[config.mk]
export PLATFORM = sky130hd
export DESIGN_NAME = load_store_unit
export DESIGN_NICKNAME = d
export VERILOG_FILES = /design/src/rtl/lsu_pkg.sv /design/src/rtl/lsu_align.sv /design/src/rtl/load_store_unit.sv
export SDC_FILE = /design/constraint.sdc
export NUM_CORES = 1
export LEC_CHECK = 0
export CAP_MARGIN = 20
export CORE_AREA = 5 5 98 100
export DETAILED_ROUTE_END_ITERATION = 12
export DIE_AREA = 0 0 103 105
export DONT_BUFFER_PORTS = 1
export PLACE_DENSITY = 0.86
export SYNTH_ARGS = -nofsm -noshare
export SYNTH_HDL_FRONTEND = slang
export SYNTH_SLANG_ARGS = --single-unit
export TNS_END_PERCENT = 100
[constraint.sdc]
create_clock -name clk -period 2 [get_ports clk]
set_input_delay 0.3 -clock clk [delete_from_list [all_inputs] [get_ports clk]]
set_output_delay 0.3 -clock clk [all_outputs]
set_load 0.01 [all_outputs]
[src/rtl/lsu_pkg.sv]
// lsu_pkg: shared encodings for the load/store unit.
//   - request size encodings
//   - FSM state enum
//   - byte-enable constants
package lsu_pkg;

  localparam logic [1:0] SZ_BYTE = 2'b00;
  localparam logic [1:0] SZ_HALF = 2'b01;
  localparam logic [1:0] SZ_WORD = 2'b10;

  localparam logic [3:0] BE_NONE    = 4'b0000;
  localparam logic [3:0] BE_BYTE0   = 4'b0001;
  localparam logic [3:0] BE_HALF_LO = 4'b0011;
  localparam logic [3:0] BE_HALF_HI = 4'b1100;
  localparam logic [3:0] BE_WORD    = 4'b1111;

  typedef enum logic [1:0] {
    ST_IDLE   = 2'b00,
    ST_ACCESS = 2'b01,
    ST_RESP   = 2'b10
  } lsu_state_e;

endpackage

[src/rtl/lsu_align.sv]
// lsu_align: combinational alignment helpers for the load/store unit.
// Request side:
//   req_off, req_size, req_wdata -> misalign flag, byte enables, lane-replicated store data
// Load side:
//   ld_off, ld_size, ld_unsigned, ld_raw -> lane-extracted, sign/zero-extended load data
module lsu_align
  import lsu_pkg::*;
(
  input  logic [1:0]  req_off,
  input  logic [1:0]  req_size,
  input  logic [31:0] req_wdata,
  output logic        misalign,
  output logic [3:0]  be,
  output logic [31:0] wdata_rep,
  input  logic [1:0]  ld_off,
  input  logic [1:0]  ld_size,
  input  logic        ld_unsigned,
  input  logic [31:0] ld_raw,
  output logic [31:0] ld_data
);

  logic [7:0]  ld_byte;
  logic [15:0] ld_half;

  always_comb begin
    misalign  = 1'b0;
    be        = BE_NONE;
    wdata_rep = req_wdata;
    case (req_size)
      SZ_BYTE: begin
        be        = BE_BYTE0 << req_off;
        wdata_rep = {4{req_wdata[7:0]}};
      end
      SZ_HALF: begin
        misalign  = req_off[0];
        be        = req_off[1] ? BE_HALF_HI : BE_HALF_LO;
        wdata_rep = {2{req_wdata[15:0]}};
      end
      SZ_WORD: begin
        misalign  = (req_off != 2'b00);
        be        = BE_WORD;
      end
      default: misalign = 1'b1;
    endcase
  end

  always_comb begin
    ld_byte = ld_raw[7:0];
    case (ld_off)
      2'd0:    ld_byte = ld_raw[7:0];
      2'd1:    ld_byte = ld_raw[15:8];
      2'd2:    ld_byte = ld_raw[23:16];
      default: ld_byte = ld_raw[31:24];
    endcase
    ld_half = ld_off[1] ? ld_raw[31:16] : ld_raw[15:0];
    case (ld_size)
      SZ_BYTE: ld_data = {{24{~ld_unsigned & ld_byte[7]}}, ld_byte};
      SZ_HALF: ld_data = {{16{~ld_unsigned & ld_half[15]}}, ld_half};
      default: ld_data = ld_raw;
    endcase
  end

endmodule

[src/rtl/load_store_unit.sv]
// load_store_unit: memory-access stage behind the ALU.
// Core side:   req_valid/req_we/req_size/req_unsigned/req_addr/req_wdata in;
//              stall (combinational), done, rdata, err_misalign, err_bus out.
// Memory side: mem_req/mem_we/mem_addr/mem_be/mem_wdata out (stable while mem_req);
//              mem_rdata/mem_ready in.
// Clock clk, synchronous active-low reset rst_n.
module load_store_unit
  import lsu_pkg::*;
#(
  parameter int TIMEOUT = 16
) (
  input  logic        clk,
  input  logic        rst_n,
  input  logic        req_valid,
  input  logic        req_we,
  input  logic [1:0]  req_size,
  input  logic        req_unsigned,
  input  logic [31:0] req_addr,
  input  logic [31:0] req_wdata,
  output logic        stall,
  output logic        done,
  output logic [31:0] rdata,
  output logic        err_misalign,
  output logic        err_bus,
  output logic        mem_req,
  output logic        mem_we,
  output logic [31:0] mem_addr,
  output logic [3:0]  mem_be,
  output logic [31:0] mem_wdata,
  input  logic [31:0] mem_rdata,
  input  logic        mem_ready
);

  localparam int CNT_W = $clog2(TIMEOUT);
  localparam logic [CNT_W-1:0] CNT_LAST = CNT_W'(TIMEOUT - 1);

  lsu_state_e       state_q, state_d;
  logic [CNT_W-1:0] cnt_q;
  logic             op_we;
  logic [1:0]       op_size;
  logic             op_unsigned;
  logic [1:0]       op_off;

  logic        accept, misalign_hit, ready_hit, timeout_hit;
  logic        req_misalign;
  logic [3:0]  req_be;
  logic [31:0] req_wdata_rep;
  logic [31:0] ld_data;

  lsu_align u_align (
    .req_off     (req_addr[1:0]),
    .req_size    (req_size),
    .req_wdata   (req_wdata),
    .misalign    (req_misalign),
    .be          (req_be),
    .wdata_rep   (req_wdata_rep),
    .ld_off      (op_off),
    .ld_size     (op_size),
    .ld_unsigned (op_unsigned),
    .ld_raw      (mem_rdata),
    .ld_data     (ld_data)
  );

  assign stall = req_valid & (state_q != ST_RESP);

  always_ff @(posedge clk) begin
    if (!rst_n) state_q <= ST_IDLE;
    else        state_q <= state_d;
  end

  always_comb begin
    state_d      = state_q;
    accept       = 1'b0;
    misalign_hit = 1'b0;
    ready_hit    = 1'b0;
    timeout_hit  = 1'b0;
    case (state_q)
      ST_IDLE: begin
        if (req_valid) begin
          if (req_misalign) begin
            misalign_hit = 1'b1;
            state_d      = ST_RESP;
          end else begin
            accept  = 1'b1;
            state_d = ST_ACCESS;
          end
        end
      end
      ST_ACCESS: begin
        // ready in the last permitted cycle still completes normally
        if (mem_ready) begin
          ready_hit = 1'b1;
          state_d   = ST_RESP;
        end else if (cnt_q == CNT_LAST) begin
          timeout_hit = 1'b1;
          state_d     = ST_RESP;
        end
      end
      ST_RESP: state_d = ST_IDLE;
      default: state_d = ST_IDLE;
    endcase
  end

  // done/err are set on the edge entering RESP so they are high exactly in RESP
  always_ff @(posedge clk) begin
    if (!rst_n) begin
      cnt_q        <= '0;
      op_we        <= 1'b0;
      op_size      <= SZ_BYTE;
      op_unsigned  <= 1'b0;
      op_off       <= 2'b00;
      done         <= 1'b0;
      err_misalign <= 1'b0;
      err_bus      <= 1'b0;
      rdata        <= '0;
      mem_req      <= 1'b0;
      mem_we       <= 1'b0;
      mem_addr     <= '0;
      mem_be       <= BE_NONE;
      mem_wdata    <= '0;
    end else begin
      done         <= misalign_hit | ready_hit | timeout_hit;
      err_misalign <= misalign_hit;
      err_bus      <= timeout_hit;
      if (accept) begin
        cnt_q       <= '0;
        op_we       <= req_we;
        op_size     <= req_size;
        op_unsigned <= req_unsigned;
        op_off      <= req_addr[1:0];
        mem_req     <= 1'b1;
        mem_we      <= req_we;
        mem_addr    <= {req_addr[31:2], 2'b00};
        mem_be      <= req_be;
        mem_wdata   <= req_wdata_rep;
      end
      if (state_q == ST_ACCESS && !mem_ready)
        cnt_q <= cnt_q + 1'b1;
      if (ready_hit || timeout_hit)
        mem_req <= 1'b0;
      if (ready_hit && !op_we)
        rdata <= ld_data;
    end
  end

endmodule

==> flow_metrics.env, run 1 <==
export IMPL_async_flop_share_pct=0
export IMPL_grt_first_pass_wirelength_um=25220
export IMPL_dp_hpwl_um=9774
export IMPL_antenna_found_initial=0
export IMPL_netlist_instances=617
export IMPL_final_nets=785
export IMPL_p_leak_nw=2.396
export IMPL_rsz0062_at_grt="no"
export IMPL_utilization_pct=75.50
export IMPL_worstPathArrival_ns=1.46
export IMPL_diodes=0
export IMPL_grt_pass1_vias=4879
export IMPL_fin_setup_tns_ns=0
export IMPL_portBuffers=0
export IMPL_reg2reg_slack_ns=0.30
export IMPL_cts_tree="built"
export IMPL_max_cap_violations=0
export IMPL_cts_root_buf="clkbuf_8"
export IMPL_regArea_um2=2282
export IMPL_final_common_cell="nand2_1"
export IMPL_path_max_fanout=6
export IMPL_r2r_end="rdata[10]$_SDFFE_PN0P_"
export IMPL_power_per_cell_area_nw_per_um2=942.7
export IMPL_setup_viol=0
export IMPL_areaGrowthSynthToFinish_pct=28.50
export IMPL_hold_viol_final=0
export IMPL_wire_per_inst_um=20.21
export IMPL_relSlewSlack_pct=59.16
export IMPL_path_class="reg2out"
export IMPL_routed_via_density=6.095
export IMPL_final_period_utilization_pct=87.91
export IMPL_vias=4882
export IMPL_rows=34
export IMPL_required_ns=1.70
export IMPL_initial_core_util_pct=58.75
export IMPL_hp_class="in2reg"
export IMPL_htreeDepth=4
export IMPL_synth_edf_count=0
export IMPL_netlist_area_um2=5049
export IMPL_cts_resized_gates=0
export IMPL_clock_latency_ns=0.50
export IMPL_place_congestion=0.9069
export IMPL_die_w_um=103
export IMPL_startpoint_type="flop"
export IMPL_synth_cell_types=48
export IMPL_multi_input_area_um2=2506
export IMPL_core_area_um2=8593
export IMPL_post_dp_cell_area_um2=5087
export IMPL_synth_main_ff_cell="dfxtp_1"
export IMPL_design_area_um2=6487
export IMPL_grt_usage_pct=29.30
export IMPL_cts_buffers=17
export IMPL_grt_max_degree=44
export IMPL_min_to="mem_wdata[27]$_SDFFE_PN0P_"
export IMPL_fin_skew_ns=0.007452
export IMPL_ys_ff_latch=114
export IMPL_final_cell_mix="155 x nand2_1, 114 x dfxtp_1, 85 x a21oi_1"
export IMPL_fmax_ghz=0.5688
export IMPL_status="finished clean"
export IMPL_reg2reg_depth=4
export IMPL_drtPass1Iterations=5
export IMPL_avgSynthCellArea_um2=8.182
export IMPL_min_period_ns=1.758
export IMPL_fp_dieH_um=105
export IMPL_nFillCells=575
export IMPL_final_max_slew_viol_count=0
export IMPL_detail_route_wirelength_um=16190
export IMPL_drtIter0Drc=382
export IMPL_finalPower_mw=6.116
export IMPL_drc=0
export IMPL_clock_path_buffers=2
export IMPL_peakVddDrop_uv=625.9
export IMPL_cp_end_kind="output port"
export IMPL_timing_rr_start="op_off[0]$_SDFFE_PN0P_"
export IMPL_holdWs_ns=0.02773
export IMPL_drive_gt1_share_pct=11.26
export IMPL_synth_seq_area_share_pct=45.20
export IMPL_clkSlewWorstSetupHoldPaths_ns=0.06
export IMPL_dieArea_um2=10820
export IMPL_tightest_slew_ns=0.6103
export IMPL_antenna_left=0
export IMPL_ios=210
export IMPL_min_delay_start="req_size[1]"
export IMPL_cts_sinks=114
export IMPL_overflow=0
export IMPL_whs_path_depth=3
export IMPL_ys_warn_count=0
-- power by group --
group          switching, mW  internal (mW)
clock network           1.06           1.84
registers              0.153           2.40
logic                  0.353          0.318
total                   1.57           4.55
-- metrics by stage --
step / setup slack (ns) / instances
floorplan: 0.4728 / 618
global placement: 0.2360 / 689
detailed placement: 0.1446 / 689
CTS: 0.1481 / 800
global route: 0.1444 / 801
finish: 0.2419 / 801
-- kinds of logic (layout without fill, tap and decap cells) --
group / count (synthesis) / after routing / share of synthesized area, %
adders and majority gates: 1 / 1 / 0.2478
AOI/OAI and AO/OA: 200 / 200 / 24.76
other: 1 / 2 / 0.07428
DFF: 114 / 114 / 45.20
buffers and inverters: 58 / 133 / 5.551
xor gates and xnor gates: 1 / 1 / 0.1735
muxes: 25 / 25 / 4.957
and+or+nand+nor: 217 / 217 / 19.03
-- final cells by class --
class                      instances  area share (%)
timing repair buffer              96           14.89
clock buffer                      20           6.866
inverter                           5          0.2893
tap                              108           2.083
sequential                       114           35.18
clock inverter                    12           2.064
multi-input combinational        446           38.63
-- worst max-delay path by stage --
stage                                        from                endpoint  cells past startpoint
after floorplan            op_off[0]$_SDFFE_PN0P_  rdata[24]$_SDFFE_PN0P_                      6
after CTS                  op_off[0]$_SDFFE_PN0P_  rdata[24]$_SDFFE_PN0P_                      4
after global routing       op_off[0]$_SDFFE_PN0P_   rdata[9]$_SDFFE_PN0P_                      4
after global placement     op_off[0]$_SDFFE_PN0P_  rdata[30]$_SDFFE_PN0P_                      4
final                     state_q[0]$_SDFFE_PN0P_                   stall                      2
after detailed placement   op_off[0]$_SDFFE_PN0P_  rdata[24]$_SDFFE_PN0P_                      4
-- sequential cells by signal, indices dropped and copies added (netlist names) --
| signal | flops |
|---|---|
| op_unsigned | 1 |
| mem_be | 4 |
| state_q | 2 |
| op_off | 2 |
| err_misalign | 1 |
| op_we | 1 |
| done | 1 |
| cnt_q | 4 |
| mem_req | 1 |
| rdata | 32 |
| mem_wdata | 32 |
| mem_addr | 30 |
| op_size | 2 |
| err_bus | 1 |
-- cells in the mapped netlist (2+ instances only) --
library cell  number  share of area (%)
dfxtp_1          114                 45
a31oi_1            8               0.99
a21oi_2            7                1.2
o221a_2            4               0.89
a211oi_2           8                2.0
clkbuf_1          28                2.1
nor2_1            22                1.6
nand2b_1          10                1.2
buf_4              8                1.2
o22a_1             2               0.35
and3_1             2               0.25
nor4bb_1           6                1.2
a311oi_1           8                1.4
nand2_1          155                 12
buf_6              2               0.45
a21boi_0           2               0.30
nor2b_1            3               0.37
inv_1              5               0.37
mux2i_1           25                5.0
buf_2             14                1.4
nand4_1            2               0.25
nand3_1            4               0.40
nand3b_1           4               0.59
o21ai_0           59                5.8
o211a_1            2               0.40
a21oi_1           85                8.4
a22oi_1            7                1.0
-- timing repair --
| item | CTS | global route |
|---|---|---|
| setup buffers | 0 | 1 |
| endpoints found under the setup margin | 0 | 8 |
| hold buffers | 79 | 0 |
| endpoints found under the hold margin | 95 | 0 |
-- worst max-delay path, stage by stage (launching register included) --
cell and delay, ns:
dfxtp_1 0.42, inv_1 0.10, a21boi_0 0.43
-- per-layer routing --
metal / track usage, % / wire length (µm) / up-vias
met1: 32.34 / 5629 / 2274
met2: 49.59 / 8138 / 298
met4: 13.32 / 454 / 0
met3: 10.46 / 1963 / 44
met5: 0 / 0 / -
li1: - / - / 2266
(Power assumes the default switching activity.)
==> run 2: changes to the inputs <==
Settings changed: RECOVER_POWER set to 100.
==> flow_metrics.env, run 2 (synthesis results as in run 1) <==
export IMPL_p_comb_share_pct=10.7
export IMPL_reg_largest_list="mem_wdata x32, rdata x32, mem_addr x30"
export IMPL_portBuffers=0
export IMPL_pwr_share_clk_pct=47.5
export IMPL_worstPathArrival_ns=2.24
export IMPL_path_class="reg2reg"
export IMPL_pwr_share_seq_pct=41.8
export IMPL_overflow=0
export IMPL_power_per_cell_area_nw_per_um2=949.7
export IMPL_fp_dieH_um=105
export IMPL_areaGrowthSynthToFinish_pct=27.19
export IMPL_regArea_um2=2282
export IMPL_die_w_um=103
export IMPL_place_congestion=0.9069
export IMPL_final_period_utilization_pct=91.19
export IMPL_crit_start="state_q[1]$_SDFFE_PN0P_"
export IMPL_utilization_pct=74.72
export IMPL_tightest_slew_ns=0.6303
export IMPL_vias=4852
export IMPL_finalPower_mw=6.098
export IMPL_core_area_um2=8593
export IMPL_final_max_slew_viol_count=0
export IMPL_routed_via_density=6.057
export IMPL_min_delay_start="mem_rdata[15]"
export IMPL_final_common_cell="nand2_1"
export IMPL_fmax_ghz=0.5483
export IMPL_fin_setup_tns_ns=0
export IMPL_wire_per_inst_um=20.21
export IMPL_grt_pass1_vias=4879
export IMPL_cts_root_buf="clkbuf_8"
export IMPL_drtIter0Drc=337
export IMPL_p_int_mw=4.539
export IMPL_antenna_found_initial=0
export IMPL_grt_usage_pct=29.30
export IMPL_rows=34
export IMPL_startpoint_type="flop"
export IMPL_whs_path_depth=2
export IMPL_required_ns=2.41
export IMPL_drive_gt1_share_pct=10.10
export IMPL_reg2reg_depth=5
export IMPL_path_max_fanout=39
export IMPL_switchingPower_mw=1.559
export IMPL_grt_max_degree=44
export IMPL_final_nets=785
export IMPL_hp_class="in2reg"
export IMPL_sw_frac_of_total_pct=25.57
export IMPL_clock_path_buffers=2
export IMPL_diodes=0
export IMPL_min_period_ns=1.824
export IMPL_antenna_left=0
export IMPL_drtPass1Iterations=5
export IMPL_final_instance_count_excl_fill=801
export IMPL_cts_sinks=114
export IMPL_max_cap_violations=0
export IMPL_drc=0
export IMPL_status="finished clean"
export IMPL_htreeDepth=4
export IMPL_cts_tree="built"
export IMPL_cp_end_kind="flop"
export IMPL_dp_hpwl_um=9774
export IMPL_final_cell_mix="155 x nand2_1, 114 x dfxtp_1, 91 x a21oi_1"
export IMPL_relSlewSlack_pct=57.98
export IMPL_nFillCells=596
export IMPL_place_inst=689
export IMPL_hold_viol_final=0
export IMPL_setup_ws_ns=0.1762
export IMPL_timing_rr_start="state_q[1]$_SDFFE_PN0P_"
export IMPL_initial_core_util_pct=58.75
export IMPL_ios=210
export IMPL_clock_latency_ns=0.51
export IMPL_clkSlewWorstSetupHoldPaths_ns=0.06
export IMPL_cts_buffers=17
export IMPL_dieArea_um2=10820
export IMPL_grt_first_pass_wirelength_um=25220
export IMPL_p_leak_nw=2.382
export IMPL_peakVddDrop_uv=629.2
export IMPL_multi_input_area_um2=2479
export IMPL_preCtsSetupSlack_ns=0.1446
export IMPL_setup_viol=0
export IMPL_rsz0062_at_grt="no"
export IMPL_fin_skew_ns=0.01768
export IMPL_detail_route_wirelength_um=16190
==> run 2: cell count changes in the layout (fill, tap and decap cells not counted), sizes merged <==
| cell | change |
|---|---|
| buf | -6 |
| clkbuf | +6 |
==> run 2: power by group through the flow <==
stage	Combinational, mW	Sequential [mW]	Clock, mW
after floorplan	0.441	2.55	0
after global placement	0.473	2.59	0
after detailed placement	0.495	2.59	0
after CTS	0.642	2.55	2.93
after global routing	0.718	2.56	3.05
final	0.654	2.55	2.90
==> run 2: routing by layer <==
metal / GRT usage, % / wire length [µm] / vias to the layer above
li1: - / - / 2265
met1: 32.34 / 5615 / 2254
met2: 49.59 / 8168 / 292
met3: 10.46 / 1936 / 41
met4: 13.32 / 465 / 0
met5: 0 / 0 / -
==> run 2: layout make-up <==
| class | count | area share, % |
|---|---|---|
| multi-input cells | 446 | 38.60 |
| flip-flops and latches | 114 | 35.54 |
| repair buffers | 96 | 14.44 |
| clock buffers | 20 | 6.937 |
| well taps | 108 | 2.104 |
| clock inverters | 12 | 2.085 |
| inverters | 5 | 0.2923 |
==> run 2: worst paths after layout <==
kind | end | slack [ns]
setup / recovery | mem_wdata[2]$_SDFFE_PN0P_ | 0.18
hold / removal | rdata[15]$_SDFFE_PN0P_ | 0.02
hold reg to reg | op_unsigned$_SDFFE_PN0P_ | 0.47
setup reg to reg | mem_wdata[2]$_SDFFE_PN0P_ | 0.18
==> run 2: per-stage QoR <==
step / area (µm²) / hold slack [ns]
6_report: 6421 / 0.02078
5_1_grt: 6421 / 0.02383
4_1_cts: 6467 / 0.0002138
3_5_place_dp: 5087 / 0.4437
3_3_place_gp: 5087 / 0.4383
2_1_floorplan: 5052 / 0.4360
==> run 2: repair_timing <==
item                                    in CTS  in global routing
buffers inserted                             0                  1
endpoints found under the hold margin       95                  0
hold buffers                                79                  0
resized for setup                            0                  0
endpoints found under the setup margin       0                  8
==> run 2: worst max-delay path, stage by stage, from the launching register on <==
cell and delay, ns:
dfxtp_1 0.38, nor2_1 0.32, o211a_4 0.25, clkbuf_4 0.40, nand2_1 0.15, a21oi_1 0.21
